<file path="src/rtl/backend_dispatch_router_pkg.sv">
// Shared types and default sizing for the backend dispatch router.
// Entry and icon widths derive from the packed structs below.
package backend_dispatch_router_pkg;

   localparam int NUM_PARALLEL_INSTR_DISPATCHES = 2;
   localparam int LOG2_NUM_EXEC_UNITS = 2;
   localparam int LOG2_NUM_ICON_CHANNELS = 2;

   typedef struct packed {
      logic [7:0]  opcode;
      logic [5:0]  rd;
      logic [5:0]  rs1;
      logic [5:0]  rs2;
      logic [5:0]  rob_tag;
      logic [31:0] imm;
   } type_iqueue_entry;

   typedef struct packed {
      logic [7:0]  opcode;
      logic [7:0]  dest;
      logic [15:0] payload;
   } type_icon_instr;

   typedef enum logic [1:0] {
      SKID_EMPTY,
      SKID_ONE,
      SKID_TWO
   } skid_state_e;

endpackage

</file>
<file path="src/rtl/backend_dispatch_router_eu_fifo.sv">
// Per-EU FIFO: NW compacted write ports, one read port, free count.
// Enabled write ports form a prefix; port p lands at wr_ptr + p.
module backend_dispatch_router_eu_fifo
   import backend_dispatch_router_pkg::*;
#(
   parameter int NW    = 2,
   parameter int W     = 64,
   parameter int DEPTH = 4,
   localparam int CW   = $clog2(DEPTH + 1)
) (
   input  logic            clk,
   input  logic            reset,
   input  logic [NW-1:0]   wr_en,
   input  logic [NW*W-1:0] wr_data,
   input  logic            rd_en,
   output logic [W-1:0]    rd_data,
   output logic            valid,
   output logic [CW-1:0]   free
);

   localparam int PW = (DEPTH > 1) ? $clog2(DEPTH) : 1;

   logic [W-1:0]  mem [DEPTH];
   logic [PW-1:0] wr_ptr;
   logic [PW-1:0] rd_ptr;
   logic [CW-1:0] count;
   logic [PW-1:0] waddr [NW];
   logic          pop;
   int            nwr;

   // Modulo advance; DEPTH need not be a power of two.
   function automatic logic [PW-1:0] adv(input logic [PW-1:0] p,
                                         input int n);
      int t;
      t = int'(p) + n;
      if (t >= DEPTH) t = t - DEPTH;
      return PW'(t);
   endfunction

   assign valid   = (count != '0);
   assign pop     = rd_en & valid;
   assign free    = CW'(DEPTH) - count;
   assign rd_data = mem[rd_ptr];

   always_comb begin
      nwr = 0;
      for (int p = 0; p < NW; p++) begin
         waddr[p] = adv(wr_ptr, p);
         if (wr_en[p]) nwr = nwr + 1;
      end
   end

   always_ff @(posedge clk or posedge reset) begin
      if (reset) begin
         wr_ptr <= '0;
         rd_ptr <= '0;
         count  <= '0;
      end else begin
         wr_ptr <= adv(wr_ptr, nwr);
         rd_ptr <= adv(rd_ptr, pop ? 1 : 0);
         count  <= CW'(int'(count) + nwr - (pop ? 1 : 0));
      end
   end

   always_ff @(posedge clk) begin
      for (int p = 0; p < NW; p++) begin
         if (wr_en[p]) mem[waddr[p]] <= wr_data[p*W +: W];
      end
   end

   a_count_bound : assert property (
      @(posedge clk) disable iff (reset) count <= CW'(DEPTH)
   );

endmodule

</file>
<file path="src/rtl/backend_dispatch_router.sv">
// Routes dispatch groups into per-EU FIFOs and passes interconnect
// instructions through per-channel two-entry skid buffers.
module backend_dispatch_router
   import backend_dispatch_router_pkg::*;
#(
   parameter int NUM_DISPATCH = NUM_PARALLEL_INSTR_DISPATCHES,
   parameter int NUM_EU       = 1 << LOG2_NUM_EXEC_UNITS,
   parameter int ENTRY_W      = $bits(type_iqueue_entry),
   parameter int BUF_DEPTH    = 4,
   parameter int NUM_ICON_CH  = 1 << LOG2_NUM_ICON_CHANNELS,
   parameter int ICON_W       = $bits(type_icon_instr),
   localparam int LOG2_NUM_EU = (NUM_EU > 1) ? $clog2(NUM_EU) : 1
) (
   input  logic                            clk,
   input  logic                            reset,
   input  logic [NUM_DISPATCH*ENTRY_W-1:0] disp_entry_i,
   input  logic [NUM_DISPATCH-1:0]         disp_valid_i,
   input  logic [NUM_DISPATCH*LOG2_NUM_EU-1:0] disp_euidx_i,
   output logic                            disp_ready_o,
   output logic [NUM_EU*ENTRY_W-1:0]       eu_entry_o,
   output logic [NUM_EU-1:0]               eu_valid_o,
   input  logic [NUM_EU-1:0]               eu_ready_i,
   input  logic [NUM_ICON_CH*ICON_W-1:0]   icon_instr_i,
   input  logic [NUM_ICON_CH-1:0]          icon_valid_i,
   output logic [NUM_ICON_CH-1:0]          icon_ready_o,
   output logic [NUM_ICON_CH*ICON_W-1:0]   icon_instr_o,
   output logic [NUM_ICON_CH-1:0]          icon_valid_o,
   input  logic [NUM_ICON_CH-1:0]          icon_ready_i,
   output logic                            err_badidx_o
);

   localparam int CW = $clog2(BUF_DEPTH + 1);

   if (BUF_DEPTH < NUM_DISPATCH) begin : g_depth_chk
      $error("BUF_DEPTH must be >= NUM_DISPATCH");
   end

   logic                                         fire;
   logic                                         bad;
   logic                                         err_q;
   logic [NUM_EU-1:0]                            room;
   logic [NUM_EU-1:0][CW-1:0]                    free;
   logic [NUM_EU-1:0][NUM_DISPATCH-1:0]          wen;
   logic [NUM_EU-1:0][NUM_DISPATCH*ENTRY_W-1:0]  wdat;
   int                                           k;

   // Ready depends only on registered FIFO counts.
   assign disp_ready_o = &room;
   assign fire         = disp_ready_o & (|disp_valid_i);
   assign err_badidx_o = err_q;

   always_comb begin
      wen  = '0;
      wdat = '0;
      bad  = 1'b0;
      k    = 0;
      for (int e = 0; e < NUM_EU; e++) begin
         k = 0;
         for (int s = 0; s < NUM_DISPATCH; s++) begin
            if (fire && disp_valid_i[s] &&
                int'(disp_euidx_i[s*LOG2_NUM_EU +: LOG2_NUM_EU]) == e) begin
               for (int p = 0; p < NUM_DISPATCH; p++) begin
                  if (k == p) begin
                     wen[e][p] = 1'b1;
                     wdat[e][p*ENTRY_W +: ENTRY_W] =
                        disp_entry_i[s*ENTRY_W +: ENTRY_W];
                  end
               end
               k = k + 1;
            end
         end
      end
      for (int s = 0; s < NUM_DISPATCH; s++) begin
         if (fire && disp_valid_i[s] &&
             int'(disp_euidx_i[s*LOG2_NUM_EU +: LOG2_NUM_EU]) >= NUM_EU)
            bad = 1'b1;
      end
   end

   always_ff @(posedge clk or posedge reset) begin
      if (reset)    err_q <= 1'b0;
      else if (bad) err_q <= 1'b1;
   end

   for (genvar e = 0; e < NUM_EU; e++) begin : g_eu
      backend_dispatch_router_eu_fifo #(
         .NW    (NUM_DISPATCH),
         .W     (ENTRY_W),
         .DEPTH (BUF_DEPTH)
      ) u_fifo (
         .clk     (clk),
         .reset   (reset),
         .wr_en   (wen[e]),
         .wr_data (wdat[e]),
         .rd_en   (eu_ready_i[e]),
         .rd_data (eu_entry_o[e*ENTRY_W +: ENTRY_W]),
         .valid   (eu_valid_o[e]),
         .free    (free[e])
      );
      assign room[e] = (free[e] >= CW'(NUM_DISPATCH));
   end

   for (genvar c = 0; c < NUM_ICON_CH; c++) begin : g_icon
      skid_state_e       state;
      skid_state_e       state_nxt;
      logic [ICON_W-1:0] d0;
      logic [ICON_W-1:0] d1;
      logic              in_hs;
      logic              out_hs;
      logic              ld0_in;
      logic              ld0_d1;
      logic              ld1;

      assign icon_ready_o[c] = (state != SKID_TWO);
      assign icon_valid_o[c] = (state != SKID_EMPTY);
      assign icon_instr_o[c*ICON_W +: ICON_W] = d0;
      assign in_hs  = icon_valid_i[c] & icon_ready_o[c];
      assign out_hs = icon_valid_o[c] & icon_ready_i[c];

      always_ff @(posedge clk or posedge reset) begin
         if (reset) state <= SKID_EMPTY;
         else       state <= state_nxt;
      end

      always_comb begin
         state_nxt = state;
         ld0_in    = 1'b0;
         ld0_d1    = 1'b0;
         ld1       = 1'b0;
         unique case (state)
            SKID_EMPTY: begin
               if (in_hs) begin
                  state_nxt = SKID_ONE;
                  ld0_in    = 1'b1;
               end
            end
            SKID_ONE: begin
               if (in_hs && out_hs) begin
                  ld0_in = 1'b1;
               end else if (in_hs) begin
                  state_nxt = SKID_TWO;
                  ld1       = 1'b1;
               end else if (out_hs) begin
                  state_nxt = SKID_EMPTY;
               end
            end
            SKID_TWO: begin
               if (out_hs) begin
                  state_nxt = SKID_ONE;
                  ld0_d1    = 1'b1;
               end
            end
            default: state_nxt = SKID_EMPTY;
         endcase
      end

      always_ff @(posedge clk) begin
         if (ld0_in)      d0 <= icon_instr_i[c*ICON_W +: ICON_W];
         else if (ld0_d1) d0 <= d1;
         if (ld1)         d1 <= icon_instr_i[c*ICON_W +: ICON_W];
      end
   end

endmodule

</file>
<file path="config.mk">
export PLATFORM = sky130hd
export DESIGN_NAME = backend_dispatch_router
export DESIGN_NICKNAME = d
export VERILOG_FILES = /design/src/rtl/backend_dispatch_router_pkg.sv /design/src/rtl/backend_dispatch_router_eu_fifo.sv /design/src/rtl/backend_dispatch_router.sv
export SDC_FILE = /design/constraint.sdc
export NUM_CORES = 2
export LEC_CHECK = 0
export ABC_AREA = 1
export BUFFER_PORTS_ARGS = -buffer_cell sky130_fd_sc_hd__clkbuf_2
export CAP_MARGIN = 20
export CORE_ASPECT_RATIO = 1.25
export CORE_UTILIZATION = 28
export CTS_CLUSTER_SIZE = 10
export DETAILED_ROUTE_END_ITERATION = 16
export PLACE_DENSITY_LB_ADDON = 0.2
export SLEW_MARGIN = 40
export SYNTH_ARGS = -nofsm -noshare
export SYNTH_HDL_FRONTEND = slang
export SYNTH_SLANG_ARGS = --single-unit
</file>
<file path="constraint.sdc">
create_clock -name clk -period 8 [get_ports clk]
set_clock_uncertainty 0.15 [all_clocks]
set_input_delay 0.8 -clock clk [delete_from_list [all_inputs] [get_ports clk]]
set_output_delay 0.8 -clock clk [all_outputs]
set_load 0.01 [all_outputs]
</file>
==> results by group <==
Routing
  • Initial DRT Pass Iterations: 13
  • Antenna Nets Post-Route: 0
  • Number of DRC markers in iteration 0: roughly 10k
  • Vias/cell: between 5 and 6
  • Remaining routing DRC violations: 2
  • Drt total wl: ~350000 um
  • Via count: 66.75k
  • WL/cell: about 30 um

Setup path
  • CP Class: flop to flop
  • Critical path endpoint category: flop
  • Reg2Reg Setup Slack: 2.38 ns
  • Critical Path AT: between 6 and 7 ns
  • CP Launch Type: flop
  • CP Max Fanout: 95
  • CP required: between 8 and 9 ns

GRT
  • First-pass GRT wire length: 479500 um
  • Initial antenna violation count: 47
  • Largest net degree at the start of global routing: 197
  • Tot GR Track Use: roughly a quarter
  • Vias in the first global route: about 60k
  • Grt ovf: 0

Clock tree
  • Inserted Clock Buffers: 160
  • Max clock buf depth: 3
  • Clk root buf: clkbuf_16
  • Clk_lat worst skew: around 0.84 ns
  • Clock sinks: roughly 1.3k
  • Worst-path clk slew: ~0.060 ns
  • Post-CTS setup repair buffer count: 0
  • CTS H-Tree Depth: 4
  • TritonCTS clock tree: done

Synth
  • #FFs+latches synth: between 1k and 1.5k
  • Synth Cell Area: just over 70000 um^2
  • YS warnings: 0
  • Post-synthesis mux area share: under 10%
  • Compound-Gate Fraction of Synth Area: under 10%
  • Simple-gate portion of the synthesized area: approximately 29%
  • Ys flop type: edfxtp_1
  • Main combinational cell family by area after synthesis: simple AND/OR/NAND/NOR gates
  • Adder-Cell Fraction of Synth Area: 0.8524%
  • FFs w/ async S/R, synth: approximately 2.7%
  • Post-synth EDFFs: 1280
  • Seq/Total Area, Yosys: roughly 55%
  • XOR/XNOR share of the synthesized area: less than 1%
  • Syn_area_per_cell: 8.992 um^2
  • Yosys cell types: 27
  • Syn Nets: 8223
  • Post-synthesis instance total: 7901

Layout
  • Area grow syn2layout: 17.53%
  • Final #Nets: between 8k and 9k
  • Final Non-Filler Cells: 11.67k
  • Most frequent cells in the layout: nand3_1, nand2_1, edfxtp_1
  • Final instance area: around 84000 um^2
  • Most common cell after layout, fill and taps aside: nand3_1
  • Share of cells above drive strength 1: ~15%
  • Final core utilization: about a third

Place
  • Placed cell count: 11.26k
  • Setup WS pre-CTS: 2.505 ns
  • Hpwl dp: 217900 um
  • Area of placed instances: a little under 80000 um^2
  • Gpl congestion: between 0.8 and 0.9
  • PortBufs: 672

STA
  • Worst-margin pin slew: 0.9996 ns
  • Post-route setup slack: roughly 2.4 ns
  • Final worst-path cycle share: between 70% and 80%
  • Relative slew slack: approximately a third
  • Hold slack: 0.05846 ns
  • Final Critical Period: about 5.6 ns
  • Fmax: roughly 180 MHz
  • Setup TNS: 0 ns
  • Final Setup Violations: 0
  • RSZ-0062 raised after global routing: false
  • Max-slew violations: 0
  • Final hold viol count: 0

Hold path
  • Hold Crit Class: input port to flop

Power
  • PwrDens: roughly 360 nW/um^2
  • Worst IR Drop VDD: 389.5 uV
  • Total design power: between 30 and 40 mW
  • Leak: about 35 nW

Status
  • Failing checks: DRC
  • Status: complete, but fails checks

Run
  • MaxCap Viol Count: 0

Floorplan
  • Die extent in y: between 500 and 600 um
  • Core outline area: approximately 250000 um^2
  • Die area: 255800 um^2
  • Die width: roughly 450 um
  • Starting Density: between 20 and 30%
  • FP Rows: between 200 and 250
  • Ports: between 600 and 700
[metal layers]
| layer | part of all wire (%) | vias up | global-route usage [%] |
|---|---|---|---|
| met5 | 0.062 | - | 0 |
| met4 | 7.0 | 30 | 16.28 |
| met3 | 11 | 713 | 6.540 |
| met2 | 44 | 4527 | 40.37 |
| met1 | 38 | 32400 | 33.63 |
| li1 | - | 29080 | - |
[cell families after synthesis]
kind of cell,after synthesis
other,1
AND/OR/NAND/NOR,4447
buffers and inverters,1151
XOR/XNOR,19
AO/OA/AOI/OAI,793
adder cells (fa/ha/maj),46
multiplexers,128
flip-flops,1316
[final timing paths]
| path | from | endpoint | cells after the start |
|---|---|---|---|
| setup / recovery | g_eu[1].u_fifo.count[0]$_DFF_PP0_ | g_eu[3].u_fifo.mem[1][44]$_DFFE_PP_ | 18 |
| hold / removal | icon_ready_i[2] | g_icon[2].state[1]$_DFFE_PP0P_ | 2 |
| setup reg to reg | g_eu[1].u_fifo.count[0]$_DFF_PP0_ | g_eu[3].u_fifo.mem[1][44]$_DFFE_PP_ | 18 |
| hold reg to reg | g_eu[0].u_fifo.count[2]$_DFF_PP0_ | g_eu[0].u_fifo.count[2]$_DFF_PP0_ | 1 |
| min in group asynchronous | reset | g_icon[2].state[1]$_DFFE_PP0P_ | 4 |
| max in group asynchronous | reset | g_eu[3].u_fifo.rd_ptr[1]$_DFF_PP0_ | 4 |
[sequential cells by signal, indices dropped and copies added, names as in the netlist]
register,flops
g_eu.u_fifo.count,12
g_eu.u_fifo.mem,1024
g_icon.d0,128
g_eu.u_fifo.rd_ptr,8
g_icon.state,8
g_eu.u_fifo.wr_ptr,8
g_icon.d1,128
[synthesized netlist by cell type, types with 7 or more instances]
master / number / share of area (%)
clkbuf_1: 513 / 2.7
o22ai_1: 259 / 2.3
nand2_1: 1320 / 7.0
edfxtp_1: 1280 / 54
buf_1: 82 / 0.43
inv_1: 364 / 1.9
dfrtp_1: 36 / 1.3
mux2_2: 128 / 2.0
buf_4: 23 / 0.24
xor2_1: 11 / 0.14
nand4_1: 512 / 4.5
clkinv_1: 7 / 0.037
ha_1: 42 / 0.74
nand3_1: 2059 / 15
o21ai_0: 529 / 3.7
xnor2_1: 8 / 0.099
buf_2: 162 / 1.1
nor2_1: 551 / 2.9
[worst max-delay path, stage by stage (launching register included)]
cell,delay (ns)
dfrtp_1,0.32
inv_1,0.06
ha_1,0.20
ha_1,0.27
nand3_1,0.23
nand2_1,0.19
nor2_4,0.08
buf_4,0.19
nand3_2,0.15
buf_4,0.49
buf_4,0.61
inv_6,0.36
ha_1,0.33
inv_1,0.27
nor2_4,0.08
inv_2,0.34
buf_4,0.72
nand3_1,0.16
nand2_1,0.09
[layout make-up]
type,count,area [um^2]
Sequential cell,1316,39360
Timing Repair Buffer,936,6187
Fill cell,25700,168600
Clock inverter,33,291.5
Multi-Input combinational cell,5434,27570
Tap cell,3328,4164
Antenna cell,21,52.55
Inverter,371,1425
Clock buffer,235,4449
[power breakdown]
| part | leakage [nW] | switching [mW] | internal [mW] | total (mW) |
|---|---|---|---|---|
| clock | 2.29 | 3.02 | 3.89 | 6.91 |
| sequential | 12.4 | 0.530 | 9.18 | 9.71 |
| combinational | 20.4 | 10.5 | 3.34 | 13.8 |
| total | 35.1 | 14.0 | 16.4 | 30.4 |
[repair_timing]
| action | in CTS | in global routing |
|---|---|---|
| hold buffers | 126 | 0 |
| gates resized for setup | 0 | 0 |
| hold endpoints to repair | 159 | 0 |
Note: power is estimated with default switching activity, not from simulation.
